==> config.mk <==
export PLATFORM = sky130hd
export DESIGN_NAME = imem_fetch_ctrl
export DESIGN_NICKNAME = d
export VERILOG_FILES = /design/src/rtl/imem_fetch_ctrl_pkg.sv /design/src/rtl/imem_fetch_ctrl_buf.sv /design/src/rtl/imem_fetch_ctrl.sv
export SDC_FILE = /design/constraint.sdc
export NUM_CORES = 1
export LEC_CHECK = 0
export ABC_AREA = 0
export CAP_MARGIN = 10
export CORE_MARGIN = 2
export CORE_UTILIZATION = 33
export DETAILED_ROUTE_END_ITERATION = 8
export GPL_ROUTABILITY_DRIVEN = 0
export SLEW_MARGIN = 20
export SYNTH_ARGS = -nofsm -noshare
export SYNTH_HDL_FRONTEND = slang
export SYNTH_HIERARCHICAL = 1
export SYNTH_SLANG_ARGS = --single-unit
==> constraint.sdc <==
create_clock -name clk -period 6.06 [get_ports clk]
set_input_delay 1.515 -clock clk [delete_from_list [all_inputs] [get_ports clk]]
set_output_delay 1.515 -clock clk [all_outputs]
set_load 0.05 [all_outputs]
==> src/rtl/imem_fetch_ctrl_pkg.sv <==
// Shared constants, types and PC helpers for the instruction fetch sequencer.
package imem_pkg;

    localparam logic [31:0] START_PC = 32'h0000_3000;
    localparam int          IM_WORDS = 2048;

    typedef enum logic {RUN, HALT} fetch_state_e;

    typedef struct packed {
        logic [31:0] pc;
        logic [31:0] instr;
    } fetch_entry_t;

    function automatic logic [10:0] pc_index(input logic [31:0] pc, input logic [31:0] base);
        return 11'((pc - base) >> 2);
    endfunction

    function automatic logic pc_legal(input logic [31:0] pc, input logic [31:0] base,
                                      input int words);
        logic [31:0] lim;
        lim = base + (32'(words) << 2);
        return (pc[1:0] == 2'b00) && (pc >= base) && (pc < lim);
    endfunction

endpackage

==> src/rtl/imem_fetch_ctrl_buf.sv <==
// Shift-register FIFO of fetched {pc, instr}; entry 0 is always the head.
module fetch_buf
    import imem_pkg::*;
#(
    parameter int          DEPTH  = 3,
    parameter logic [31:0] RST_PC = START_PC,
    localparam int         CW     = $clog2(DEPTH + 1)
) (
    input  logic          clk,
    input  logic          reset,
    input  logic          push_i,
    input  logic [31:0]   push_pc_i,
    input  logic [31:0]   push_instr_i,
    input  logic          pop_i,
    input  logic          flush_i,
    output logic [CW-1:0] count_o,
    output logic [31:0]   head_pc_o,
    output logic [31:0]   head_instr_o
);

    fetch_entry_t  ent_q [DEPTH];
    fetch_entry_t  ent_d [DEPTH];
    logic [CW-1:0] cnt_q, cnt_d, wr_idx;

    always_comb begin
        ent_d  = ent_q;
        wr_idx = cnt_q - CW'(pop_i);
        if (pop_i) begin
            for (int i = 0; i < DEPTH - 1; i++) ent_d[i] = ent_q[i + 1];
        end
        // A push lands just behind the last surviving entry after any pop.
        for (int i = 0; i < DEPTH; i++) begin
            if (push_i && (wr_idx == CW'(i))) ent_d[i] = '{pc: push_pc_i, instr: push_instr_i};
        end
        cnt_d = flush_i ? '0 : (cnt_q + CW'(push_i) - CW'(pop_i));
    end

    always_ff @(posedge clk) begin
        ent_q <= ent_d;
        if (reset) begin
            cnt_q    <= '0;
            ent_q[0] <= '{pc: RST_PC, instr: '0};
        end else begin
            cnt_q <= cnt_d;
        end
    end

    assign count_o      = cnt_q;
    assign head_pc_o    = ent_q[0].pc;
    assign head_instr_o = ent_q[0].instr;

endmodule

==> src/rtl/imem_fetch_ctrl.sv <==
// Fetch sequencer: owns the PC, issues instruction memory reads, buffers the
// returned words for decode and traps bad PCs into a sticky halted fault state.
module imem_fetch_ctrl
    import imem_pkg::*;
#(
    parameter int          BUF_DEPTH = 3,
    parameter logic [31:0] START_PC  = imem_pkg::START_PC,
    parameter int          IM_WORDS  = imem_pkg::IM_WORDS,
    localparam int         CW        = $clog2(BUF_DEPTH + 1)
) (
    input  logic        clk,
    input  logic        reset,
    output logic        imem_en,
    output logic [10:0] imem_addr,
    input  logic [31:0] imem_rdata,
    input  logic        redirect_valid,
    input  logic [31:0] redirect_pc,
    output logic        out_valid,
    input  logic        out_ready,
    output logic [31:0] out_instr,
    output logic [31:0] out_pc,
    output logic        fault
);

    fetch_state_e  state_q;
    logic          fault_q;
    logic [31:0]   pc_q;
    logic          inflight_q;
    logic [31:0]   inflight_pc_q;
    logic [CW-1:0] occ;
    logic          room, issue_opp, issue, redirect_ok, redirect_bad, push, pop;

    // One slot is always reserved for the read in flight, so the buffer cannot overflow.
    assign room         = (int'(occ) + int'(inflight_q)) < BUF_DEPTH;
    assign issue_opp    = (state_q == RUN) && !redirect_valid && room && !reset;
    assign issue        = issue_opp && pc_legal(pc_q, START_PC, IM_WORDS);
    assign redirect_ok  = redirect_valid && pc_legal(redirect_pc, START_PC, IM_WORDS);
    assign redirect_bad = redirect_valid && !redirect_ok;

    // A trapping redirect leaves the buffer and the outstanding read alone so they drain.
    assign push = inflight_q && !redirect_ok;
    assign pop  = out_valid && out_ready;

    assign imem_en   = issue;
    assign imem_addr = pc_index(pc_q, START_PC);
    assign out_valid = (occ != '0);
    assign fault     = fault_q;

    always_ff @(posedge clk) begin
        if (reset) begin
            state_q    <= RUN;
            fault_q    <= 1'b0;
            pc_q       <= START_PC;
            inflight_q <= 1'b0;
        end else begin
            inflight_q <= issue;
            if (redirect_valid) begin
                pc_q <= redirect_pc;
            end else if (issue) begin
                pc_q <= pc_q + 32'd4;
            end
            case (state_q)
                RUN: begin
                    if (redirect_bad || (issue_opp && !pc_legal(pc_q, START_PC, IM_WORDS))) begin
                        state_q <= HALT;
                        fault_q <= 1'b1;
                    end
                end
                HALT: state_q <= HALT;
                default: state_q <= HALT;
            endcase
        end
    end

    always_ff @(posedge clk) begin
        if (issue) inflight_pc_q <= pc_q;
    end

    fetch_buf #(
        .DEPTH  (BUF_DEPTH),
        .RST_PC (START_PC)
    ) u_buf (
        .clk          (clk),
        .reset        (reset),
        .push_i       (push),
        .push_pc_i    (inflight_pc_q),
        .push_instr_i (imem_rdata),
        .pop_i        (pop),
        .flush_i      (redirect_ok),
        .count_o      (occ),
        .head_pc_o    (out_pc),
        .head_instr_o (out_instr)
    );

endmodule

==> metrics.md, run 1 <==
| Metric | Value |
|---|---|
| Syn_nets | 861 |
| Capturing point of the worst reg2reg path | u_buf/ent_q[80] |
| Tmin final | ~4.7 ns |
| Share of layout cells above drive strength 1 | 15.51% |
| Ys async rst share | 0% |
| Min-delay worst type | reg -> reg |
| Deepest clock path buffer count | 3 |
| Worst-path maximum fanout | 16 |
| Setup TNS | 0 ns |
| Ant. Diodes | 0 |
| CP Class | in -> out |
| Part of the power in the clock network | 37.4% |
| Peak supply drop | 0.1936 mV |
| IO buf count | 145 |
| Final slew viol count | 0 |
| Internal power | 0.003296 W |
| R2R depth | 6 |
| Iter 0 DRT Violations | 258 |
| Critical path data arrival time | 3.14 ns |
| Final instance area | 0.01316 mm² |
| Clk sinks | 261 |
| Worst Hold Depth | 0 |
| Clock latency on the worst-skew pair | 0.54 ns |
| PD cells | 344.1 mW/mm² |
| Cells along the critical path | clkdlybuf4s50_1, buf_4, nor4_2, nand2_2, nor3_4, buf_12 |
| Post-CTS Hold Buffers | 0 |
| Status | completed |
| # setup viols final | 0 |
| Drt pass-1 iters | 4 |
| Mapped Area | 0.01099 mm² |
| Initial antenna violation count | 0 |
| Flop pwr share | 46.3% |
| Comb power frac | 16.4% |
| Avg Inst Size Synth | 13.97 µm² |
| Total power | around 0.0045 W |
| Critical Path RT | 4.55 ns |
| #FFs+latches synth | 261 |
| Post-synth EDFFs | 160 |
| I/O Pins | 146 |
| H-tree levels | 1 |
| Detailed-route vias per instance | roughly 4.6 |
| Starting Density | 33.61% |
| Post-layout nets | 928 |
| Static leakage | 4.524 nW |
| Register area share after synthesis | between 60% and 70% |
| YS warnings | 6 |
| Vias in the first global route | around 6100 |
| CTS Root Cell | clkbuf_16 |
| DRC | 0 |
| Fmax | about 0.21 GHz |
| Final Skew | 0.008062 ns |
| DIE AREA | ~0.035 mm² |
| Die width | 186.5 µm |
| Total gr overflow | 0 |
| Psw | 0.001232 W |
| Crit path max-delay family | buffers and inverters |
| Unrepaired setup endpoints after global routing | false |
| Switching share of power | between 20% and 30% |
| R2R setup slack | 2.58 ns |
| Crit-path slowest cell | clkdlybuf4s50_1 |
| Syn Inst Count | 787 |
| Reg clk slew, reported paths | 0.06 ns |
| Core area | 0.03270 mm² |
| Critical Path Start Type | input port |
| Endpoint type of the worst setup path | output pin |
| Post-CTS Setup Bufs | 0 |
| Crit-path max cell delay | around 0.43 ns |
| Final WL | 22450 µm |
| Max Cap Violations | 0 |
| # rows | between 60 and 70 |
| Yosys cell types | 51 |
| CTS tree | yes |
| Final Hold Violating Endpoints | 0 |
| Hold Path End | inflight_pc_q[27] |
| Final Cycle Share | around 77% |
| Main flop type after synthesis | edfxtp_1 |
| DRT antenna net count | 0 |
| Die Y | about 190 µm |
| Dpl cell area | around 0.012 mm² |
| CP bufs+invs | 3 |
| Post-DP HPWL | 14150 µm |
| Global-route wire length before repair | 35540 µm |
| Total global routing track utilization | 12.72% |
| Relative slew slack | 34.11% |
| Layout area overhead | 19.73% |
| Worst hold start | pc_q[27] |
| Largest net degree at the start of global routing | 81 |
| R2R Path Start | u_buf/count_o[1] |
| Post_cts resized | 0 |
| Worst Tran Pin Value | slightly below 1 ns |
| DR WL/cell | 17.02 µm |
| CTS Buf Count | 30 |
| Vias post-DR | 6084 |
[final cells by class]
class                   count  area (µm²)
fillers                  3099       19540
clock buffers              36       804.5
well taps                 442       553.0
repair buffers            153        1519
clock inverters            19       136.4
flip-flops and latches    261        6827
multi-input cells         398        3282
inverters                  10       37.54
[cell usage in the layout, fill, tap and decap left out, types with 3 or more instances in the layout]
cell type	n
edfxtp_1	160
a21oi_1	7
a31oi_1	3
a22o_1	17
mux2i_1	69
mux2_2	17
clkdlybuf4s50_1	143
dfxtp_1	101
o21ai_1	4
nor4_1	11
clkbuf_1	4
ha_1	6
a211oi_1	63
a32oi_1	5
nand3_1	8
clkinv_1	3
nand2_1	14
a22oi_1	3
clkbuf_16	31
nand4_1	4
inv_1	9
nand3b_1	5
buf_4	9
clkinv_2	8
nor3_1	7
nor2_1	74
clkinvlp_4	5
mux2_4	49
[cell families after synthesis]
group / count (synthesis) / share of synthesized area [%]
flip-flops: 261 / 62.11
AND/OR/NAND/NOR: 144 / 6.455
multiplexers: 136 / 14.82
buffers and inverters: 128 / 8.185
AO/OA/AOI/OAI: 110 / 7.582
adder cells (fa/ha/maj): 6 / 0.6830
XOR/XNOR: 2 / 0.1594
[per-stage QoR]
step                setup slack, ns  cells  hold slack [ns]  util [%]
CTS                           1.382   1319           0.4784     40.23
global placement              1.024   1264           0.4540     37.35
finish                        1.405   1319           0.4821     40.24
floorplan                     1.421    787           0.4298         -
detailed placement            1.012   1264           0.4604     37.35
global route                  1.271   1319           0.4948     40.24
[sequential cells by signal, indices dropped and copies added (netlist names)]
signal	flops
fault	1
u_buf/head_instr_o	32
u_buf/ent_q	128
pc_q	32
inflight_q	1
u_buf/count_o	2
state_q	1
u_buf/head_pc_o	32
inflight_pc_q	32
[how the worst max path moves through the flow]
stage,start,cells after the start,slack [ns],end
final,redirect_valid,6,1.41,imem_en
after floorplan,redirect_valid,5,1.42,imem_en
after global placement,redirect_pc[26],7,1.02,u_buf/ent_q[69]
after CTS,redirect_valid,6,1.38,imem_en
after global routing,redirect_pc[26],7,1.27,u_buf/ent_q[95]
after detailed placement,redirect_pc[26],7,1.01,u_buf/ent_q[65]
[power by group through the flow]
stage | Sequential [W] | Clock, W | Combinational [W]
3_3_place_gp | 0.00213 | 0 | 0.000744
2_1_floorplan | 0.00211 | 0 | 0.000582
3_5_place_dp | 0.00213 | 0 | 0.000751
4_1_cts | 0.00210 | 0.00175 | 0.000754
6_report | 0.00209 | 0.00169 | 0.000741
5_1_grt | 0.00211 | 0.00184 | 0.000786
[synth_stat cells, types with 11 or more instances]
| library cell | count | area (µm²) |
|---|---|---|
| a211oi_1 | 63 | 473.0 |
| mux2_2 | 17 | 191.4 |
| nand2_1 | 14 | 52.55 |
| mux2i_1 | 69 | 690.7 |
| edfxtp_1 | 160 | 4805 |
| buf_2 | 14 | 70.07 |
| nor2_1 | 75 | 281.5 |
| a22o_1 | 17 | 148.9 |
| buf_4 | 79 | 593.1 |
| mux2_4 | 49 | 735.7 |
| dfxtp_1 | 101 | 2022 |
| nor4_1 | 11 | 68.82 |
| clkbuf_1 | 18 | 67.56 |
[routing by layer]
layer	vias up	share of wire, %	global-route usage [%]
met4	0	2.2	3.877
met3	33	4.9	2.765
met5	-	0	0
li1	3016	-	-
met2	153	45	20.35
met1	2882	48	17.32
Note: power is estimated with default switching activity, not from simulation.
==> run 2, diff against run 1 <==
==> constraint.sdc (replaced) <==
create_clock -name clk -period 4.1 [get_ports clk]
set_input_delay 1.025 -clock clk [delete_from_list [all_inputs] [get_ports clk]]
set_output_delay 1.025 -clock clk [all_outputs]
set_load 0.05 [all_outputs]
==> run 2 against run 1 <==
Net effect:
- sequential power rose by 48%
- global-route usage down 0.14 points
- setup slack worse by 0.83 ns
- critical path depth is 1 lower
- first-iteration DRC count is 9.7% higher
- critical path type unchanged
- largest cell class unchanged
==> metrics.md, run 2 (same netlist as run 1, synthesis figures left out) <==
| Metric | Value |
|---|---|
| Critical Path RT | 3.07 ns (-1.48 ns) |
| PD cells | 511.1 mW/mm² (+49%) |
| Post_cts resized | 0 (unchanged) |
| Detailed-route vias per instance | 4.641 (+0.61%) |
| Max FFs per register | 128 (unchanged) |
| CTS Root Cell | clkbuf_16 |
| Final Skew | 0.008087 ns (+0.00002537 ns) |
| Post-CTS Setup Bufs | 0 (unchanged) |
| Final slew viol count | 0 (unchanged) |
| DR WL/cell | 16.73 µm (-1.7%) |
| Post-CTS Hold Buffers | 0 (unchanged) |
| Die width | 186.5 µm (unchanged) |
| Total gr overflow | 0 (unchanged) |
| Max Cap Violations | 0 (unchanged) |
| Critical path data arrival time | 2.50 ns (-0.64 ns) |
| Relative slew slack | 28.67% (-5.4 points) |
| Clock latency on the worst-skew pair | 0.54 ns (about the same) |
| IO buf count | 145 (unchanged) |
| Drt pass-1 iters | 4 (unchanged) |
| Reg clk slew, reported paths | 0.06 ns (about the same) |
| Initial antenna violation count | 0 (unchanged) |
| DRC | 0 (unchanged) |
| Starting Density | 33.61% (unchanged) |
| Deepest clock path buffer count | 3 (unchanged) |
| # rows | 66 (unchanged) |
| Total global routing track utilization | 12.58% (-0.14 points) |
| Peak supply drop | 0.2824 mV (+46%) |
| Layout area overhead | 21.22% |
| Unrepaired setup endpoints after global routing | false |
| Min-delay worst type | reg -> reg |
| Largest Register | u_buf/ent_q |
| DIE AREA | 0.03478 mm² (unchanged) |
| Share of layout cells above drive strength 1 | 15.52% (about the same) |
| Static leakage | 4.605 nW (+1.8%) |
| CTS tree | yes |
| Worst-path maximum fanout | 6 (-10) |
| Final Hold Violating Endpoints | 0 (unchanged) |
| Vias post-DR | 6149 (+1.1%) |
| Most frequent cells in the layout | 160 x edfxtp_1, 143 x clkdlybuf4s50_1, 101 x dfxtp_1 |
| Post-layout nets | 935 (+0.75%) |
| Vias in the first global route | 6201 (+1.4%) |
| R2R setup slack | 1.46 ns (-1.12 ns) |
| CP Class | in -> out |
| CP Capture Point | imem_en |
| Setup TNS | 0 ns (unchanged) |
| Worst Tran Pin Value | 1.070 ns (+0.08162 ns) |
| Tmin final | between 3 and 4 ns |
| Final Cycle Share | 85.92% |
| R2R depth | 7 (+1) |
| Post-DP HPWL | 14070 µm (-0.52%) |
| Final instance area | 0.01332 mm² (+1.2%) |
| H-tree levels | 1 (unchanged) |
| Dpl cell area | 0.01236 mm² (+1.2%) |
| Endpoint type of the worst setup path | output pin |
| Critical Path Start Type | input port |
| Die Y | 186.5 µm (unchanged) |
| CTS Buf Count | 29 (-3.3%) |
| Iter 0 DRT Violations | 283 (+9.7%) |
| Clk sinks | 261 (unchanged) |
| I/O Pins | 146 (unchanged) |
| Capturing point of the worst reg2reg path | inflight_pc_q[25] |
| R2R Path Start | u_buf/count_o[0] |
| Final WL | 22160 µm (-1.3%) |
| Largest net degree at the start of global routing | 85 (+4.9%) |
| CP Launch Point | redirect_valid |
| Global-route wire length before repair | 35580 µm (+0.14%) |
| Fmax | 0.2839 GHz |
| # setup viols final | 0 (unchanged) |
| Status | completed |
| Ant. Diodes | 0 (unchanged) |
| DRT antenna net count | 0 (unchanged) |
| Commonest non-fill, non-tap cell in the layout | edfxtp_1 |
| Core area | 0.03270 mm² (unchanged) |
[run 2: cell types whose count changed in the layout (fill, tap and decap cells not counted)]
cell and delta:
buf_12 +7, clkinv_2 -5, bufinv_16 +3, clkbuf_1 +2, clkbuf_16 -2, clkinv_1 +2, clkinv_4 -2, buf_4 +1
clkbuf_8 +1, clkinvlp_4 -1, nor2_1 +1, nor2_2 -1
[run 2: area by class of cell]
class                           instances  area [µm²]
Sequential cell                       261        6827
Inverter                               10       37.54
Tap cell                              442       553.0
Multi-Input combinational cell        398        3279
Fill cell                            3095       19380
Clock inverter                         16       183.9
Timing Repair Buffer                  161        1667
Clock buffer                           37       775.7
[run 2: worst min path at each step]
stage	start	endpoint	slack, ns	depth (start not counted)
CTS	pc_q[17]	inflight_pc_q[17]	0.47	0
floorplan	pc_q[1]	inflight_pc_q[1]	0.43	0
global placement	pc_q[25]	inflight_pc_q[25]	0.46	0
finish	pc_q[17]	inflight_pc_q[17]	0.47	0
detailed placement	pc_q[17]	inflight_pc_q[17]	0.46	0
global route	pc_q[26]	inflight_pc_q[26]	0.49	0
[run 2: report_power, final]
group,switching [W],internal (W),total [W]
registers,0.0000993,0.00299,0.00309
clock network,0.00102,0.00158,0.00260
logic,0.000685,0.000434,0.00112
total,0.00180,0.00501,0.00681
[run 2: worst max-delay path, cell delays in order]
cell and delay (ns):
clkdlybuf4s50_1 0.43, nor4_2 0.34, nand2_2 0.18, nor3_4 0.33, buf_12 0.18
[run 2: metal layers]
layer  part of all wire, %  up-vias  GRT usage (%)
met5                     0        -              0
met4                   2.0        0          3.419
met3                   5.1       36          2.746
met2                    45      149          20.29
met1                    48     2941          17.15
li1                      -     3023              -
[run 2: per-stage QoR]
step / cells / setup slack, ns / power [W] / utilization [%] / hold slack, ns
final: 1325 / 0.5774 / 0.006809 / 40.74 / 0.4698
after global placement: 1272 / 0.3345 / 0.004270 / 37.81 / 0.4566
after global routing: 1325 / 0.4764 / 0.007088 / 40.74 / 0.4899
after detailed placement: 1272 / 0.2884 / 0.004285 / 37.81 / 0.4556
after floorplan: 787 / 0.3489 / 0.003981 / - / 0.4298
after CTS: 1325 / 0.5574 / 0.006909 / 40.74 / 0.4730
==> run 3, diff against run 2 <==
--- a/config.mk
+++ b/config.mk
@@ -7,10 +7,11 @@
 export LEC_CHECK = 0
 export ABC_AREA = 0
 export CAP_MARGIN = 10
-export CORE_MARGIN = 2
 export CORE_UTILIZATION = 33
+export CTS_CLUSTER_SIZE = 14
 export DETAILED_ROUTE_END_ITERATION = 8
 export GPL_ROUTABILITY_DRIVEN = 0
+export RECOVER_POWER = 50
 export SLEW_MARGIN = 20
 export SYNTH_ARGS = -nofsm -noshare
 export SYNTH_HDL_FRONTEND = slang
==> run 3 against run 2 <==
Net effect:
- the flow now finishes with violations (capacitance limit, slew limit)
- first-iteration DRC count increased by 20%
- via count fell by 0.36%
- routed wire length rose by 0.30%
- flip-flop and latch count unchanged
- clock-buffer cell count grew 5
- final cell count about the same
- worst hold slack got worse by 0.00076 ns
- design area is 1.2% lower
- largest power group unchanged
==> metrics.md, run 3 (same netlist as run 1, synthesis figures left out) <==
| Metric | Value |
|---|---|
| # setup viols final | 0 (unchanged) |
| Tmin final | 3.682 ns (+0.1594 ns) |
| Starting Density | 33.69% (+0.085 points) |
| PD cells | 497.4 mW/mm² (-2.7%) |
| Final instance area | 0.01317 mm² (-1.2%) |
| Final slew viol count | 85 (+85) |
| Worst-path maximum fanout | 38 (+32) |
| CTS tree | yes |
| Crit-path max cell delay | 0.62 ns (+0.19 ns) |
| Most frequent cells in the layout | 160 x edfxtp_1, 110 x dlygate4sd3_1, 101 x dfxtp_1 |
| Final Hold Violating Endpoints | 0 (unchanged) |
| Final Skew | 0.01404 ns (+0.005953 ns) |
| Critical Path RT | 4.31 ns (+1.24 ns) |
| Worst Hold Depth | 0 (unchanged) |
| Relative slew slack | -37.42% (-66 points) |
| Final Cycle Share | 89.81% (+3.9 points) |
| Min-delay worst type | reg -> reg |
| DRT antenna net count | 0 (unchanged) |
| Crit-path slowest cell | clkbuf_4 |
| Critical Path Start Type | input port |
| Layout area overhead | 19.81% |
| Global-route wire length before repair | 34980 µm (-1.7%) |
| Post_cts resized | 0 (unchanged) |
| Post-CTS Setup Bufs | 0 (unchanged) |
| CP Class | in -> reg |
| Total gr overflow | 0 (unchanged) |
| Static leakage | 4.791 nW (+4.1%) |
| CTS Root Cell | clkbuf_16 |
| Max FFs per register | 128 (unchanged) |
| Comb power frac | 16.3% (about the same) |
| Iter 0 DRT Violations | 340 (+20%) |
| Total global routing track utilization | 13.04% (+0.45 points) |
| Worst Tran Pin Value | 2.061 ns (+0.9914 ns) |
| CP bufs+invs | 4 (+2) |
| Cells along the critical path | dlygate4sd3_1, nor4_1, nand2_1, nor4_1, clkbuf_1, nor2b_1, nand3b_4, clkbuf_4, nand2b_4, buf_2 |
| CTS Buf Count | 29 (unchanged) |
| Share of layout cells above drive strength 1 | 14.74% (-0.78 points) |
| Ant. Diodes | 0 (unchanged) |
| Reg clk slew, reported paths | 0.06 ns (about the same) |
| Max Cap Violations | 1 (+1) |
| Vias in the first global route | 6220 (+0.31%) |
| Die Y | 184.5 µm (-1.1%) |
| Initial antenna violation count | 0 (unchanged) |
| Peak supply drop | 0.2859 mV (+1.2%) |
| Critical path data arrival time | 3.89 ns (+1.39 ns) |
| I/O Pins | 146 (unchanged) |
| Switching share of power | 27.13% (+0.67 points) |
| Flop pwr share | 47.2% (+1.8 points) |
| IO buf count | 145 (unchanged) |
| Largest net degree at the start of global routing | 85 (unchanged) |
| Deepest clock path buffer count | 3 (unchanged) |
| Post-CTS Hold Buffers | 0 (unchanged) |
| Worst path depth | 10 (+5) |
| Setup TNS | 0 ns (unchanged) |
| Violated checks | capacitance limit, slew limit |
| Post-layout nets | 934 (-0.11%) |
| # rows | 66 (unchanged) |
| Drt pass-1 iters | 4 (unchanged) |
| Commonest non-fill, non-tap cell in the layout | edfxtp_1 |
| Vias post-DR | 6127 (-0.36%) |
| Crit path max-delay family | buffers and inverters |
| DR WL/cell | 16.79 µm (+0.37%) |
| Clk sinks | 261 (unchanged) |
| Psw | 0.001777 W (-1.4%) |
| Part of the power in the clock network | 36.5% (-1.7 points) |
| R2R depth | 8 (+1) |
| Unrepaired setup endpoints after global routing | false |
| Endpoint type of the worst setup path | register |
| Largest Register | u_buf/ent_q |
| Core area | 0.03262 mm² (-0.25%) |
| Most used cell, CP | nor4_1 |
| Dpl cell area | 0.01236 mm² (about the same) |
| Detailed-route vias per instance | 4.628 (-0.28%) |
| Final WL | 22230 µm (+0.30%) |
| Clock latency on the worst-skew pair | 0.53 ns (about the same) |
| H-tree levels | 1 (unchanged) |
| Status | complete, but fails checks |
| DIE AREA | 0.03404 mm² (-2.1%) |
| DRC | 0 (unchanged) |
| Die width | 184.5 µm (-1.1%) |
| Fmax | 0.2716 GHz (-4.3%) |
| Post-DP HPWL | 14010 µm (-0.41%) |
| Internal power | 0.004772 W (-4.7%) |
[run 3: path summary, 6_finish.rpt]
check,from,slack (ns),endpoint
worst min register to register,pc_q[24],0.47,inflight_pc_q[24]
worst max register to register,u_buf/count_o[1],1.10,u_buf/ent_q[94]
worst min-delay path,pc_q[24],0.47,inflight_pc_q[24]
worst max-delay path,redirect_pc[26],0.42,u_buf/ent_q[94]
[run 3: layout make-up]
class	instances	area (µm²)
Tap cell	442	553.0
Timing Repair Buffer	160	1609
Sequential cell	261	6827
Multi-Input combinational cell	398	3257
Fill cell	3073	19450
Inverter	10	37.54
Clock buffer	42	824.5
Clock inverter	11	60.06
[run 3: power groups by stage]
stage,clock network (W),registers (W),logic [W]
global placement,0,0.00315,0.00112
detailed placement,0,0.00315,0.00113
floorplan,0,0.00312,0.000861
CTS,0.00247,0.00310,0.00114
global route,0.00259,0.00311,0.00114
finish,0.00239,0.00309,0.00107
[run 3: stage by stage]
stage	hold WS, ns	worst slack [ns]	total power (W)	instances	utilization [%]
3_3_place_gp	0.4553	0.3380	0.004271	1271	37.88
4_1_cts	0.4709	0.5121	0.006707	1324	40.59
3_5_place_dp	0.4559	0.3163	0.004285	1271	37.88
2_1_floorplan	0.4298	0.3489	0.003981	787	-
5_1_grt	0.4879	0.2552	0.006839	1324	40.37
6_report	0.4690	0.4180	0.006549	1324	40.37
[run 3: per-layer routing]
| layer | track usage, % | vias to the layer above | wire, µm |
|---|---|---|---|
| met3 | 2.411 | 24 | 1095 |
| met4 | 3.400 | 0 | 342 |
| met2 | 21.13 | 129 | 10170 |
| met5 | 0 | - | 0 |
| met1 | 17.82 | 2951 | 10630 |
| li1 | - | 3023 | - |
[run 3: worst register-to-register path: stages (launching register included)]
cell	delay [ns]
dfxtp_1	0.36
or2_2	0.37
and2_4	0.19
ha_1	0.20
xor2_1	0.16
nand3b_4	0.17
clkbuf_4	0.47
nand2b_4	0.24
buf_2	0.47
